`src/rtl/cpu_isa_pkg.sv`:
```
// MIPS-32 ISA constants and the decoded-field payload shared by the decode stage.
package cpu_isa_pkg;

  localparam int unsigned INSTR_W = 32;
  localparam int unsigned OP_W    = 6;
  localparam int unsigned REG_W   = 5;
  localparam int unsigned IMM_W   = 16;

  localparam logic [OP_W-1:0] OP_RTYPE = 6'h00;
  localparam logic [OP_W-1:0] OP_J     = 6'h02;
  localparam logic [OP_W-1:0] OP_JAL   = 6'h03;
  localparam logic [OP_W-1:0] OP_BEQ   = 6'h04;
  localparam logic [OP_W-1:0] OP_BNE   = 6'h05;
  localparam logic [OP_W-1:0] OP_ADDI  = 6'h08;
  localparam logic [OP_W-1:0] OP_ADDIU = 6'h09;
  localparam logic [OP_W-1:0] OP_SLTI  = 6'h0A;
  localparam logic [OP_W-1:0] OP_SLTIU = 6'h0B;
  localparam logic [OP_W-1:0] OP_ANDI  = 6'h0C;
  localparam logic [OP_W-1:0] OP_ORI   = 6'h0D;
  localparam logic [OP_W-1:0] OP_XORI  = 6'h0E;
  localparam logic [OP_W-1:0] OP_LUI   = 6'h0F;
  localparam logic [OP_W-1:0] OP_LW    = 6'h23;
  localparam logic [OP_W-1:0] OP_SW    = 6'h2B;

  localparam logic [OP_W-1:0] FN_JR    = 6'h08;

  // Decoded fields and register-use flags (width-independent part of the payload)
  typedef struct packed {
    logic [OP_W-1:0]  opcode;
    logic [REG_W-1:0] rs;
    logic [REG_W-1:0] rt;
    logic [REG_W-1:0] rd;
    logic [REG_W-1:0] shamt;
    logic [OP_W-1:0]  funct;
    logic             uses_rs;
    logic             uses_rt;
    logic             wr_en;
    logic [REG_W-1:0] wr_addr;
  } dec_fields_t;

  // Logical immediates are zero-extended
  function automatic logic is_zext_op(input logic [OP_W-1:0] op);
    return (op == OP_ANDI) || (op == OP_ORI) || (op == OP_XORI);
  endfunction

endpackage

```
`src/rtl/instr_field_split.sv`:
```
// Combinational MIPS-32 field split, immediate extension, jump target and
// register-use flags.
// Ports:
//   pc, instr      : pc and raw instruction being decoded
//   fields_c       : opcode/rs/rt/rd/shamt/funct plus uses_rs/uses_rt/wr_en/wr_addr
//   imm_ext_c      : extended immediate (DATA_W)
//   j_target_c     : {pc+4[PC_W-1:28], instr[25:0], 2'b00}
module instr_field_split
  import cpu_isa_pkg::*;
#(
  parameter int unsigned DATA_W = 32,
  parameter int unsigned PC_W   = 32,
  parameter int unsigned RA_REG = 31
) (
  input  logic [PC_W-1:0]    pc,
  input  logic [INSTR_W-1:0] instr,
  output dec_fields_t        fields_c,
  output logic [DATA_W-1:0]  imm_ext_c,
  output logic [PC_W-1:0]    j_target_c
);

  // Bits of the jump target supplied by the instruction; the rest come from pc+4
  localparam logic [PC_W-1:0] LOW_MASK = PC_W'(32'h0FFF_FFFF);

  logic [OP_W-1:0]  op;
  logic [REG_W-1:0] rt;
  logic [REG_W-1:0] rd;
  logic [IMM_W-1:0] imm;
  logic [PC_W-1:0]  pc_plus4;
  logic             wr_req;
  logic [REG_W-1:0] dest;

  assign op       = instr[31:26];
  assign rt       = instr[20:16];
  assign rd       = instr[15:11];
  assign imm      = instr[15:0];
  assign pc_plus4 = pc + PC_W'(4);

  // Immediate extension
  always_comb begin
    imm_ext_c = DATA_W'($signed(imm));
    if (is_zext_op(op)) begin
      imm_ext_c = DATA_W'(imm);
    end else if (op == OP_LUI) begin
      imm_ext_c = DATA_W'($signed({imm, 16'h0000}));
    end
  end

  // Pseudo-direct jump target, upper bits from the wrapped pc+4
  assign j_target_c = (pc_plus4 & ~LOW_MASK) | PC_W'({instr[25:0], 2'b00});

  // Destination register selection and write request
  always_comb begin
    wr_req = 1'b0;
    dest   = rt;
    case (op)
      OP_RTYPE: begin
        wr_req = (instr[5:0] != FN_JR);
        dest   = rd;
      end
      OP_JAL: begin
        wr_req = 1'b1;
        dest   = REG_W'(RA_REG);
      end
      OP_ADDI, OP_ADDIU, OP_SLTI, OP_SLTIU,
      OP_ANDI, OP_ORI, OP_XORI, OP_LUI, OP_LW: begin
        wr_req = 1'b1;
      end
      default: begin
        wr_req = 1'b0;
      end
    endcase
  end

  // Field packing; writes to $0 are suppressed
  always_comb begin
    fields_c         = '0;
    fields_c.opcode  = op;
    fields_c.rs      = instr[25:21];
    fields_c.rt      = rt;
    fields_c.rd      = rd;
    fields_c.shamt   = instr[10:6];
    fields_c.funct   = instr[5:0];
    fields_c.uses_rs = !(op inside {OP_J, OP_JAL, OP_LUI});
    fields_c.uses_rt = op inside {OP_RTYPE, OP_BEQ, OP_BNE, OP_SW};
    fields_c.wr_addr = dest;
    fields_c.wr_en   = wr_req && (dest != '0);
  end

endmodule

```
`src/rtl/instr_decode_stage.sv`:
```
// Registered MIPS-32 decode stage between fetch and the ID/EX register.
// Accepts {in_pc, in_instr} over in_valid/in_ready, presents the decoded
// instruction on out_* over out_valid/out_ready with one cycle of latency.
// flush squashes every held instruction at the next edge.
// Build option: define ID_SKID_EN for a 1-entry skid buffer (registered
// in_ready, full throughput under backpressure); otherwise in_ready is
// out_ready || !out_valid.
// Ports:
//   clk, rst_n, flush                    : clock, async active-low reset, squash
//   in_valid/in_ready/in_pc/in_instr     : fetch side
//   out_valid/out_ready/out_pc           : EX side handshake and pc
//   opcode/funct/rs/rt/rd/shamt          : instruction fields
//   imm_ext/j_target                     : extended immediate, jump target
//   uses_rs/uses_rt/wr_en/wr_addr        : hazard/writeback information
module instr_decode_stage
  import cpu_isa_pkg::*;
#(
  parameter int unsigned DATA_W = 32,
  parameter int unsigned PC_W   = 32,
  parameter int unsigned RA_REG = 31
) (
  input  logic               clk,
  input  logic               rst_n,
  input  logic               flush,
  input  logic               in_valid,
  output logic               in_ready,
  input  logic [PC_W-1:0]    in_pc,
  input  logic [INSTR_W-1:0] in_instr,
  output logic               out_valid,
  input  logic               out_ready,
  output logic [PC_W-1:0]    out_pc,
  output logic [OP_W-1:0]    opcode,
  output logic [OP_W-1:0]    funct,
  output logic [REG_W-1:0]   rs,
  output logic [REG_W-1:0]   rt,
  output logic [REG_W-1:0]   rd,
  output logic [REG_W-1:0]   shamt,
  output logic [DATA_W-1:0]  imm_ext,
  output logic [PC_W-1:0]    j_target,
  output logic               uses_rs,
  output logic               uses_rt,
  output logic               wr_en,
  output logic [REG_W-1:0]   wr_addr
);

  logic               accept;
  logic               load_c;
  logic [PC_W-1:0]    src_pc;
  logic [INSTR_W-1:0] src_instr;

  dec_fields_t        dec_c;
  logic [DATA_W-1:0]  dec_imm_c;
  logic [PC_W-1:0]    dec_jt_c;

  logic               out_valid_q;
  logic [PC_W-1:0]    out_pc_q;
  dec_fields_t        fields_q;
  logic [DATA_W-1:0]  imm_q;
  logic [PC_W-1:0]    jt_q;

  assign accept = in_valid && in_ready;

`ifdef ID_SKID_EN
  logic               out_adv;
  logic               skid_valid_q;
  logic [PC_W-1:0]    skid_pc_q;
  logic [INSTR_W-1:0] skid_instr_q;

  // Output register may take a new instruction this cycle
  assign out_adv   = !out_valid_q || out_ready;
  assign in_ready  = !skid_valid_q;
  // Skid contents are older than anything on the input, so they go first
  assign src_pc    = skid_valid_q ? skid_pc_q    : in_pc;
  assign src_instr = skid_valid_q ? skid_instr_q : in_instr;
  assign load_c    = out_adv && (skid_valid_q || accept);

  // Skid buffer: captures an accept while the output is stalled
  always_ff @(posedge clk or negedge rst_n) begin
    if (!rst_n) begin
      skid_valid_q <= 1'b0;
      skid_pc_q    <= '0;
      skid_instr_q <= '0;
    end else if (flush) begin
      skid_valid_q <= 1'b0;
    end else if (out_adv) begin
      skid_valid_q <= 1'b0;
    end else if (accept) begin
      skid_valid_q <= 1'b1;
      skid_pc_q    <= in_pc;
      skid_instr_q <= in_instr;
    end
  end
`else
  assign in_ready  = out_ready || !out_valid_q;
  assign src_pc    = in_pc;
  assign src_instr = in_instr;
  assign load_c    = accept;
`endif

  instr_field_split #(
    .DATA_W (DATA_W),
    .PC_W   (PC_W),
    .RA_REG (RA_REG)
  ) u_split (
    .pc         (src_pc),
    .instr      (src_instr),
    .fields_c   (dec_c),
    .imm_ext_c  (dec_imm_c),
    .j_target_c (dec_jt_c)
  );

  // Output register; data holds while stalled or idle
  always_ff @(posedge clk or negedge rst_n) begin
    if (!rst_n) begin
      out_valid_q <= 1'b0;
      out_pc_q    <= '0;
      fields_q    <= '0;
      imm_q       <= '0;
      jt_q        <= '0;
    end else if (flush) begin
      out_valid_q <= 1'b0;
    end else if (load_c) begin
      out_valid_q <= 1'b1;
      out_pc_q    <= src_pc;
      fields_q    <= dec_c;
      imm_q       <= dec_imm_c;
      jt_q        <= dec_jt_c;
    end else if (out_ready) begin
      out_valid_q <= 1'b0;
    end
  end

  assign out_valid = out_valid_q;
  assign out_pc    = out_pc_q;
  assign opcode    = fields_q.opcode;
  assign funct     = fields_q.funct;
  assign rs        = fields_q.rs;
  assign rt        = fields_q.rt;
  assign rd        = fields_q.rd;
  assign shamt     = fields_q.shamt;
  assign imm_ext   = imm_q;
  assign j_target  = jt_q;
  assign uses_rs   = fields_q.uses_rs;
  assign uses_rt   = fields_q.uses_rt;
  assign wr_en     = fields_q.wr_en;
  assign wr_addr   = fields_q.wr_addr;

endmodule

```
`config.mk`:
```
export PLATFORM = sky130hd
export DESIGN_NAME = instr_decode_stage
export DESIGN_NICKNAME = d
export VERILOG_FILES = /design/src/rtl/cpu_isa_pkg.sv /design/src/rtl/instr_field_split.sv /design/src/rtl/instr_decode_stage.sv
export SDC_FILE = /design/constraint.sdc
export NUM_CORES = 1
export LEC_CHECK = 0
export BUFFER_PORTS_ARGS = -buffer_cell sky130_fd_sc_hd__buf_2
export CORE_ASPECT_RATIO = 1.5
export CORE_MARGIN = 3
export CORE_UTILIZATION = 45
export DETAILED_ROUTE_END_ITERATION = 8
export GPL_TIMING_DRIVEN = 0
export PLACE_DENSITY = 0.74
export SYNTH_ARGS = -nofsm -noshare
export SYNTH_HDL_FRONTEND = slang
export SYNTH_SLANG_ARGS = --single-unit
```
`constraint.sdc`:
```
create_clock -name clk -period 1.55 [get_ports clk]
set_input_delay 0.0775 -clock clk [delete_from_list [all_inputs] [get_ports clk]]
set_output_delay 0.0775 -clock clk [all_outputs]
set_load 0.01 [all_outputs]
```
# After elaboration in Yosys (flattened, before gate mapping)
# Cells that the tools add are included.
# op_classes
n_addsub,1
n_reduce_logical,14
muxes,7
n_bitwise,2
eq_ne,15
# ops
operator,n
$eq A6 B4 Y1 const B,8
$add A32 B3 Y32 const B,1
$mux W32,1
$or A32 B28 Y32,1
$mux W31,1
$eq A6 B2 Y1 const B,2
$eq A6 B3 Y1 const B,2
$eq A6 B6 Y1 const B,2
$pmux W5 S2,1
$reduce_or A10 Y1,1
$logic_not A6 Y1,1
$ne A6 B4 Y1 const B,1
$reduce_bool A3 Y1,2
$reduce_bool A5 Y1,1
$reduce_bool A4 Y1,1
$logic_or A1 B1 Y1,3
$mux W1,3
$logic_and A1 B1 Y1,2
$logic_not A1 Y1,2
$pmux W1 S2,1
$reduce_and A2 Y1,1
$not A1 Y1,1
# totals
input_bits,69
output_inout_bits,138
register_bits,137

# Logic depth before layout (Yosys ltp)
# Gate-level depths: netlist of the first run.
# depth
ltp_word,5
mapped_depth,8
depth_no_buf,6

# Modules after synthesis
# From an unflattened synthesis of the first run, not the netlist that was laid out.
# hier_totals
hier_cells,450
area_unflattened_um2,6404.9
# by_module_without_submodules
module,seq_area_each_um2,cells_each,n_inst,area_per_inst_um2
instr_decode_stage,3428.3,293,1,5326.4
instr_field_split,0.0,157,1,1078.5

# Least setup slack after synthesis of the first run
# No wires, ideal clock.
# synth_timing
path_kind,register to register
from,register out_valid_q (netlist: out_valid)
to,register jt_q[27] (netlist: j_target[27])
required_time_ns,1.485
period_less_slack_ns,1.542
n_path_buf,3
t_arrival_ns,1.476
path_stages_with_launch,9
path_slack_ns,0.008
path_cell_list,dfrtp_1 > nor2b_1 > inv_2 > nand3b_1 > buf_2 > buf_6 > clkbuf_1 > nand2_1 > nand2_1
# synth_via
elab_chain_len,4
# synth_lines
item,line,source
from (decl),instr_decode_stage.sv:55,logic out_valid_q;
from (signal assigned),instr_decode_stage.sv:115,out_valid_q <= 1'b0;
from (signal assigned),instr_decode_stage.sv:121,out_valid_q <= 1'b0;
from (signal assigned),instr_decode_stage.sv:123,out_valid_q <= 1'b1;
$logic_not A1 Y1,instr_decode_stage.sv:94,assign in_ready = out_ready || !out_valid_q;
$logic_or A1 B1 Y1,instr_decode_stage.sv:94,
via in_ready,instr_decode_stage.sv:26,"output logic in_ready,"
$logic_and A1 B1 Y1,instr_decode_stage.sv:61,assign accept = in_valid && in_ready;
$reduce_and A2 Y1 (no source line),-,
to (signal assigned),instr_decode_stage.sv:127,jt_q <= dec_jt_c;
to (decl),instr_decode_stage.sv:59,logic [PC_W-1:0] jt_q;
# The timed path passes the listed nets, and every way through them passes these cells.
# A chain may end at the register's enable or synchronous reset.

# Final worst setup path of the first run
# layout_timing
from,register out_valid_q (netlist: out_valid)
to,register jt_q[31] (netlist: j_target[31])
# layout_via
elab_chain_len,4
# layout_lines
item,line
$logic_not A1 Y1,instr_decode_stage.sv:94
$logic_or A1 B1 Y1,instr_decode_stage.sv:94
$logic_and A1 B1 Y1,instr_decode_stage.sv:61
$reduce_and A2 Y1 (no source line),-
# No other way between the ends.

==> results of run 1 <==
==> synth_stat cells (all sizes together) <==
master	instances	area [µm²]
a2111oi	1	8.760
a211oi	1	7.510
a21o	2	15.01
a21oi	16	80.08
a31oi	2	12.51
and2	1	6.260
and3	1	6.260
buf	48	301.5
clkbuf	9	33.78
conb	1	3.750
dfrtp	109	2728
inv	4	15.01
mux2i	1	10.01
nand2	232	870.8
nand2b	2	12.51
nand3	6	30.03
nand3b	1	7.510
nand4	8	62.56
nor2	5	18.77
nor2b	1	6.260
nor3	4	25.02
nor3b	2	15.01
nor4	2	33.78
o21ai	46	230.2
o221a	1	11.26
o221ai	1	8.760
o22ai	4	25.02
o31ai	2	15.01
o32ai	1	8.760
or4b	2	20.02
xor2	3	26.28
==> cell families after synthesis <==
kind of cell              count (synthesis)  synth area share
buffers and inverters                    61           0.07525
DFF                                     109            0.5859
AOI/OAI and AO/OA                        77           0.09083
other                                     1         0.0008055
xor gates and xnor gates                  3          0.005645
and+or+nand+nor                         267            0.2395
muxes                                     1          0.002150
==> power by group through the flow <==
stage | registers (mW) | logic, mW | clock network (mW)
6_report | 3.51 | 1.87 | 2.17
5_1_grt | 3.56 | 2.07 | 2.32
4_1_cts | 3.51 | 1.86 | 2.21
3_5_place_dp | 3.55 | 1.75 | 0
3_3_place_gp | 3.53 | 1.70 | 0
2_1_floorplan | 3.74 | 0.661 | 0
==> state kept, by name, indices dropped and copies added, names as in the netlist <==
signal,flops
funct,5
imm_ext,32
j_target,9
opcode,6
out_pc,32
out_valid,1
rd,4
rs,4
rt,4
shamt,4
uses_rs,1
uses_rt,1
wr_addr,5
wr_en,1
==> layer usage <==
metal / GRT usage / vias to the layer above / routed length [µm]
li1: - / 2191 / -
met1: 0.2867 / 2232 / 5542
met2: 0.4663 / 167 / 7965
met3: 0.06211 / 18 / 927
met4: 0.08063 / 0 / 262
met5: 0 / - / 0
==> worst register-to-register path: cells and delay by family (launching register included) <==
kind,cells,cell delay [ns]
buffers and inverters,2,0.23
DFF,1,0.38
and+or+nand+nor,4,0.88
==> layout by cell type, fill, tap and decap left out, types with 3 or more instances in the layout <==
cell and count:
a21oi_1 16, buf_2 211, buf_4 33, clkbuf_1 8
clkbuf_16 9, clkbuf_4 7, clkbuf_8 3, dfrtp_1 109
dlygate4sd3_1 49, inv_1 3, nand2_1 232, nand3_1 5
nand4_1 6, nor2_1 5, nor3_1 3, o21ai_0 7
o21ai_1 39, o22ai_1 4, xor2_1 3
==> worst paths after layout <==
kind,end,depth (start not counted)
worst max register to register,j_target[31],6
worst max-delay path,j_target[31],6
worst min-delay path,uses_rt,2
worst min register to register,uses_rs,1
min in group asynchronous,rs[3],2
max in group asynchronous,funct[2],3
==> through the flow <==
| step | total power [mW] | hold WS (ns) | TNS (ns) |
|---|---|---|---|
| finish | 7.549 | 0.01274 | 0 |
| global route | 7.947 | 0.01089 | -0.02313 |
| CTS | 7.579 | 0.001654 | 0 |
| floorplan | 4.400 | -0.2181 | 0 |
| detailed placement | 5.303 | 0.1694 | -20.52 |
| global placement | 5.231 | 0.2566 | -97.97 |
==> repair_timing <==
item | CTS | global route
resized for setup | 20 | 16
buffers inserted | 0 | 2
hold buffers | 51 | 0
hold endpoints to repair | 105 | 0
setup endpoints to repair | 107 | 56
gates cloned | 0 | 1
pin swaps | 0 | 6
==> final cells by class <==
class / count / share of cell area
Tap cell: 115 / 0.02138
Buffer: 57 / 0.05690
Inverter: 4 / 0.002231
Clock inverter: 1 / 0.0007438
Timing Repair Buffer: 256 / 0.2335
Clock buffer: 14 / 0.04072
Sequential cell: 109 / 0.4054
Multi-Input combinational cell: 350 / 0.2391
==> summary.md, run 1 <==
| Metric | Value |
|---|---|
| CP max-delay cell | or4b_4 |
| Run status | finished clean |
| Via/cell ratio | 5.086 |
| Setup clock skew after layout | 0.007345 ns |
| Hold Path Origin | in_instr[30] |
| Register share of total power | 0.465 |
| Vias in the first global route | 4616 |
| Root Driver | clkbuf_16 |
| H-tree lvl count | 3 |
| Sw Pwr | 2.223 mW |
| Mapped Cells | 519 |
| Netlist cell types | 39 |
| P_int | 5.326 mW |
| Slew margin rel. | 0.5282 |
| Initial antenna violation count | 0 |
| Routability cong. | 0.8365 |
| FF-to-FF setup slack | 0.009 ns |
| Final std cells w/o fill | 906 |
| GRT Util Overall | 0.2547 |
| # DRC | 0 |
| I/O pin cnt | 207 |
| Global-route wire length before repair | 22670 µm |
| Max stage delay on crit path | 0.51 ns |
| CP Capture Type | flip-flop |
| Clk slew on worst S/H paths | 0.07 ns |
| Critical path class | flip-flop to flip-flop |
| CP delay by family, top | simple AND/OR/NAND/NOR gates |
| Mean post-synth cell area | 8.971 µm² |
| Slew @ Worst Pin | 0.7077 ns |
| # fillers | 812 |
| Drt wl/cell | 16.22 µm |
| Yosys warns | 0 |
| Die width | 89.05 µm |
| Post-route ant nets | 0 |
| Comb power frac | 0.247 |
| Pwr/cell area | 1122 nW/µm² |
| Input/output buffers | 203 |
| Total of max-cap violations | 0 |
| Seq/Total Area, Yosys | 0.5859 |
| Post-DP Area | 5849 µm² |
| Area of the core | 9910 µm² |
| VDD IR max | 0.0006755 V |
| Data required time of the worst path | 1.83 ns |
| 1st-pass router iterations | 4 |
| CP Cell Sequence | nor2b_4, inv_2, nand3b_1, buf_6, or4b_4, nand3_2 |
| Static leakage | 3.730 nW |
| Largest net degree at the start of global routing | 57 |
| Net Sw Frac | 0.2945 |
| Slew Limit Fails | 0 |
| RSZ-0062 raised after global routing | true |
| Nets | 856 |
| Footprint of the multi-input gates | 1609 µm² |
| Placed insts | 839 |
| Gr ovfl total | 0 |
| Rows | 44 |
| Share of cells above drive strength 1 | 0.3527 |
| Tightest Hold Check Type | input port to flip-flop |
| Final instance area | 6729 µm² |
| Clock Path Buffers | 2 |
| Area delta synth->final | 44.53% |
| HPWL Detailed | 10570 µm |
| Clock Latency Late Sink | 0.34 ns |
| # diodes | 0 |
| Clock power frac | 0.287 |
| Worst setup path startpoint | out_valid |
| Final setup viols | 0 |
| TritonCTS clock tree | done |
| Critical path arrival | 1.82 ns |
| Setup slack after layout | 0.009118 ns |
| FF+latch area | 2728 µm² |
| Fin crit share | 0.9941 |
| CTS Buf Count | 9 |
| Final core utilization | 0.6790 |
| Fmax | 0.6490 GHz |
| Post-Place Worst Slack | -0.3957 ns |
| Yosys reg bits | 109 |
| Final hold viol count | 0 |
| Max Fanout on Critical Path | 5 |
| Post-Route WL | 14700 µm |
| Sink Count | 109 |
| 1st-iter DRT viols | 177 |
| Min cycle time layout | 1.541 ns |
| Worst flop-to-flop path startpoint | out_valid |
| Synthesized cell area | 4656 µm² |
| Die H | 130.6 µm |
| Initial core utilization | 0.4698 |
| Die footprint | 11630 µm² |
| DR vias | 4608 |
| Worst setup SP type | flip-flop |
| Worst Path Buf+Inv | 2 |
(Power assumes the default switching activity.)
==> run 2, diff against run 1 <==
--- a/config.mk
+++ b/config.mk
@@ -12,6 +12,7 @@
 export DETAILED_ROUTE_END_ITERATION = 8
 export GPL_TIMING_DRIVEN = 0
 export PLACE_DENSITY = 0.74
+export SETUP_SLACK_MARGIN = 0.15
 export SYNTH_ARGS = -nofsm -noshare
 export SYNTH_HDL_FRONTEND = slang
 export SYNTH_SLANG_ARGS = --single-unit
==> run 2 against run 1 <==
Against the previous run:
- power is 4.5% higher
- clock power is 12% higher
- sequential cell count stayed put
- setup slack better by 0.037 ns
- final cell count is 0.99% higher
- global-route usage is 0.30 points higher
- first-iteration DRC count is 17% higher
- register-to-register slack better by 0.04 ns
- sequential share of layout area is 1.3 points lower
- utilization is 2.2 points higher
==> summary.md, run 2 (synthesis results as in run 1) <==
| Metric | Value |
|---|---|
| CP max-delay cell | or4b_4 |
| TritonCTS clock tree | done |
| Share of cells above drive strength 1 | 0.3563 |
| Die footprint | 11630 µm² |
| # DRC | 0 |
| Slew margin rel. | 0.5278 |
| Nets | 864 |
| Rows | 44 |
| Gr ovfl total | 0 |
| Clock power frac | 0.308 |
| Area of the core | 9910 µm² |
| GRT Util Overall | 0.2577 |
| 1st-iter DRT viols | 207 |
| Slew @ Worst Pin | 0.7083 ns |
| Post-route ant nets | 0 |
| Setup clock skew after layout | 0.004236 ns |
| Max stage delay on crit path | 0.51 ns |
| Initial antenna violation count | 0 |
| Largest net degree at the start of global routing | 57 |
| Static leakage | 3.830 nW |
| Total of max-cap violations | 0 |
| Fin crit share | 0.9700 |
| VDD IR max | 0.0007198 V |
| Most frequent cells in the layout | nand2_1, buf_2, dfrtp_1 |
| Worst setup SP type | flip-flop |
| CTS Buf Count | 9 |
| DR vias | 4716 |
| Min cycle time layout | 1.503 ns |
| Clock Path Buffers | 2 |
| Register share of total power | 0.445 |
| Die width | 89.05 µm |
| Setup slack after layout | 0.04653 ns |
| Area delta synth->final | 49.23% |
| Sink Count | 109 |
| Root Driver | clkbuf_16 |
| Commonest non-fill, non-tap cell in the layout | nand2_1 |
| Post-Route WL | 15030 µm |
| Critical path class | flip-flop to flip-flop |
| Post-Place Worst Slack | -0.1223 ns |
| Run status | finished clean |
| Fmax | 0.6651 GHz |
| Slew Limit Fails | 0 |
| Net Sw Frac | 0.2933 |
| HPWL Detailed | 10400 µm |
| Clk slew on worst S/H paths | 0.07 ns |
| Final Power | 7.886 mW |
| H-tree lvl count | 3 |
| Data required time of the worst path | 1.83 ns |
| I/O pin cnt | 207 |
| Final hold viol count | 0 |
| 1st-pass router iterations | 4 |
| Tightest Hold Check Type | input port to flip-flop |
| RSZ-0062 raised after global routing | true |
| Input/output buffers | 203 |
| CP Cell Sequence | nor2b_4, inv_2, nand3b_1, buf_6, or4b_4, nand3_2 |
| Comb power frac | 0.247 |
| Routability cong. | 0.8108 |
| Initial core utilization | 0.4698 |
| Pwr/cell area | 1135 nW/µm² |
| CP Capture Type | flip-flop |
| Via/cell ratio | 5.154 |
| Final setup viols | 0 |
| Critical path arrival | 1.78 ns |
| Die H | 130.6 µm |
| Max Fanout on Critical Path | 4 |
| P_int | 5.573 mW |
| Drt wl/cell | 16.43 µm |
| # diodes | 0 |
| Clock Latency Late Sink | 0.34 ns |
| Global-route wire length before repair | 22960 µm |
| Vias in the first global route | 4643 |
| Sw Pwr | 2.313 mW |
[run 2: metrics by stage]
stage / hold WS, ns / utilization / cells / setup TNS [ns] / instance area [µm²]
5_1_grt: 0.01616 / 0.7011 / 915 / -0.01996 / 6948
6_report: 0.01347 / 0.7011 / 915 / 0 / 6948
3_5_place_dp: 0.1681 / 0.5924 / 839 / -4.053 / 5871
4_1_cts: 0.005442 / 0.6893 / 913 / 0 / 6830
2_1_floorplan: -0.2181 / - / 520 / 0 / 4681
3_3_place_gp: 0.2699 / 0.5894 / 838 / -88.25 / 5841
[run 2: power by group through the flow]
stage	clock network [mW]	registers (mW)	logic (mW)
after floorplan	0	3.74	0.668
after global placement	0	3.53	1.71
after detailed placement	0	3.55	1.76
after CTS	2.46	3.50	1.91
after global routing	2.57	3.56	2.14
final	2.43	3.51	1.95
[run 2: critical path, delay by kind of cell (launching register included)]
family	cells	cell delay, ns
AND/OR/NAND/NOR	4	0.86
flip-flops	1	0.37
buffers and inverters	2	0.21
[run 2: routing by layer]
layer / track usage / wire (µm) / share of wire
met5: 0 / 0 / 0
met4: 0.1034 / 422 / 0.028
met3: 0.06587 / 1033 / 0.069
met2: 0.4528 / 8044 / 0.54
met1: 0.2960 / 5530 / 0.37
[run 2: path summary, 6_finish.rpt]
| kind | from | to | slack [ns] | depth (start not counted) |
|---|---|---|---|---|
| worst max-delay path | out_valid | j_target[31] | 0.05 | 6 |
| worst min-delay path | in_instr[10] | j_target[12] | 0.01 | 3 |
| worst max register to register | out_valid | j_target[31] | 0.05 | 6 |
| worst min register to register | out_pc[3] | out_pc[3] | 0.48 | 2 |
| max in group asynchronous | rst_n | out_pc[31] | 0.53 | 3 |
| min in group asynchronous | rst_n | rs[1] | 0.31 | 2 |
[run 2: final cells by class]
| class | instances | area (µm²) |
|---|---|---|
| Tap cell | 115 | 143.9 |
| Sequential cell | 109 | 2728 |
| Timing Repair Buffer | 264 | 1654 |
| Clock buffer | 11 | 232.7 |
| Buffer | 57 | 483.0 |
| Fill cell | 769 | 2962 |
| Multi-Input combinational cell | 350 | 1617 |
| Clock inverter | 5 | 75.07 |
| Inverter | 4 | 15.01 |
[run 2: what timing repair did]
action	CTS	global route
hold endpoints to repair	109	0
resized for setup	30	34
cloned	0	1
buffers inserted	2	1
endpoints found under the setup margin	107	109
hold buffers	56	0
pin swaps	1	1
==> run 3, diff against run 2 <==
==> constraint.sdc (replaced) <==
create_clock -name clk -period 1.55 [get_ports clk]
set_input_delay 0.2325 -clock clk [delete_from_list [all_inputs] [get_ports clk]]
set_output_delay 0.2325 -clock clk [all_outputs]
set_load 0.01 [all_outputs]
==> run 3 against run 2 <==
Against the previous run:
- the run now ends with hold timing left
- global-route usage down 1.8 points
- fmax up 1.2%
- power down 4.2%
- design area down 7.5%
- register-to-register slack better by 0.02 ns
- clock skew up 0.0013 ns
- worst hold slack worse by 0.020 ns
- setup slack better by 0.018 ns
- critical path depth unchanged
- die area unchanged
==> summary.md, run 3 (synthesis results as in run 1) <==
| Metric | Value |
|---|---|
| Run status | finished, violations left |
| Violated checks | hold timing |
| Drt wl/cell | 16.37 µm |
| Most frequent cells in the layout | nand2_1, buf_2, dfrtp_1 |
| Nets | 810 |
| Clock Latency Late Sink | 0.34 ns |
| Final instance area | 6426 µm² |
| Fmax | 0.6730 GHz |
| Vias in the first global route | 4374 |
| Met1 wire length | 5248 µm |
| TritonCTS clock tree | done |
| Via/cell ratio | 5.173 |
| Die H | 130.6 µm |
| # fillers | 888 |
| Die width | 89.05 µm |
| 1st-iter DRT viols | 213 |
| FF+latch area | 2728 µm² |
| Commonest non-fill, non-tap cell in the layout | nand2_1 |
| Pwr/cell area | 1175 nW/µm² |
| Max Fanout on Critical Path | 5 |
| CP Cell Sequence | nor2b_4, inv_2, nand3b_1, buf_6, or4b_4, nand3_2 |
| FF-to-FF path depth | 6 |
| Data required time of the worst path | 1.83 ns |
| Final hold viol count | 4 |
| Instance count on the critical path | 6 |
| Fin crit share | 0.9586 |
| RSZ-0062 raised after global routing | true |
| Placed insts | 839 |
| Gr ovfl total | 0 |
| GRT Util Overall | 0.2402 |
| Initial antenna violation count | 0 |
| Clk slew on worst S/H paths | 0.07 ns |
| Critical path arrival | 1.77 ns |
| Area of the core | 9910 µm² |
| Root Driver | clkbuf_16 |
| Slew Limit Fails | 0 |
| Met2 wire length | 7287 µm |
| Global-route wire length before repair | 21500 µm |
| Final core utilization | 0.6485 |
| Tightest Hold Check Type | input port to async pin |
| CTS Buf Count | 9 |
| FF-to-FF setup slack | 0.06 ns |
| DR vias | 4459 |
| Uppermost routed layer | met4 |
| Setup slack after layout | 0.06413 ns |
| Post-Place Worst Slack | -0.2486 ns |
| Slew @ Worst Pin | 0.8646 ns |
| Post-Route WL | 14110 µm |
| Final std cells w/o fill | 862 |
| Rows | 44 |
| Input/output buffers | 203 |
| Post-route ant nets | 0 |
| CP delay by family, top | simple AND/OR/NAND/NOR gates |
| Initial core utilization | 0.4698 |
| Area delta synth->final | 38.03% |
| Critical path class | flip-flop to flip-flop |
| Static leakage | 3.621 nW |
| Setup clock skew after layout | 0.005493 ns |
| Largest net degree at the start of global routing | 68 |
| Worst Path Buf+Inv | 2 |
| HPWL Detailed | 10580 µm |
| CP max-delay cell | or4b_4 |
| H-tree lvl count | 3 |
| Routability cong. | 0.8315 |
| CP Capture Type | flip-flop |
| Slew margin rel. | 0.4236 |
| Total of max-cap violations | 0 |
| Max stage delay on crit path | 0.50 ns |
| Footprint of the multi-input gates | 1628 µm² |
| Met3 Routed Length | 1149 µm |
| # DRC | 0 |
| Min cycle time layout | 1.486 ns |
| Fin Setup TNS | 0 ns |
| 1st-pass router iterations | 4 |
| Clock Path Buffers | 2 |
| Final Power | 7.551 mW |
| Worst hold margin | -0.007003 ns |
| Worst flop-to-flop path startpoint | out_valid |
| Worst setup path startpoint | out_valid |
| Worst setup SP type | flip-flop |
| Die footprint | 11630 µm² |
| Share of cells above drive strength 1 | 0.3981 |
| Sink Count | 109 |
| Post-DP Area | 5872 µm² |
| VDD IR max | 0.0006002 V |
| Final setup viols | 0 |
| I/O pin cnt | 207 |
==> run 3: cell type report <==
| cell class | instances | share of cell area |
|---|---|---|
| sequential | 109 | 0.4245 |
| multi-input combinational | 350 | 0.2533 |
| timing repair buffer | 211 | 0.1789 |
| buffer | 56 | 0.07360 |
| clock buffer | 11 | 0.03933 |
| tap | 115 | 0.02239 |
| clock inverter | 5 | 0.005257 |
| inverter | 4 | 0.002336 |
| antenna | 1 | 0.0003894 |
==> run 3: worst register-to-register path, stage by stage (launching register included) <==
cell and delay, ns:
dfrtp_1 0.37, nor2b_4 0.14, inv_2 0.05, nand3b_1 0.12
buf_6 0.16, or4b_4 0.51, nand3_2 0.08
==> run 3: final timing paths <==
| check | to |
|---|---|
| max | j_target[31] |
| min | rs[2] |
| max reg2reg | j_target[31] |
| min reg2reg | out_pc[13] |
| max in group asynchronous | imm_ext[1] |
| min in group clk | out_pc[1] |
==> run 3: metal layers <==
layer,up-vias,global-route usage
li1,2095,-
met1,2146,0.2869
met2,193,0.4138
met3,25,0.04956
met4,0,0.1052
met5,-,0
==> run 3: what timing repair did <==
item / CTS / global route
buffers inserted: 3 / 0
hold endpoints to repair: 0 / 0
setup endpoints to repair: 106 / 103
gates cloned: 2 / 2
hold buffers: 0 / 0
resized for setup: 40 / 25
pin swaps: 0 / 1
==> run 3: power by group <==
| part | switching (mW) | internal, mW | total [mW] |
|---|---|---|---|
| Combinational | 1.01 | 0.824 | 1.83 |
| Clock | 1.03 | 1.18 | 2.21 |
| Sequential | 0.251 | 3.26 | 3.51 |
| Total | 2.29 | 5.26 | 7.55 |
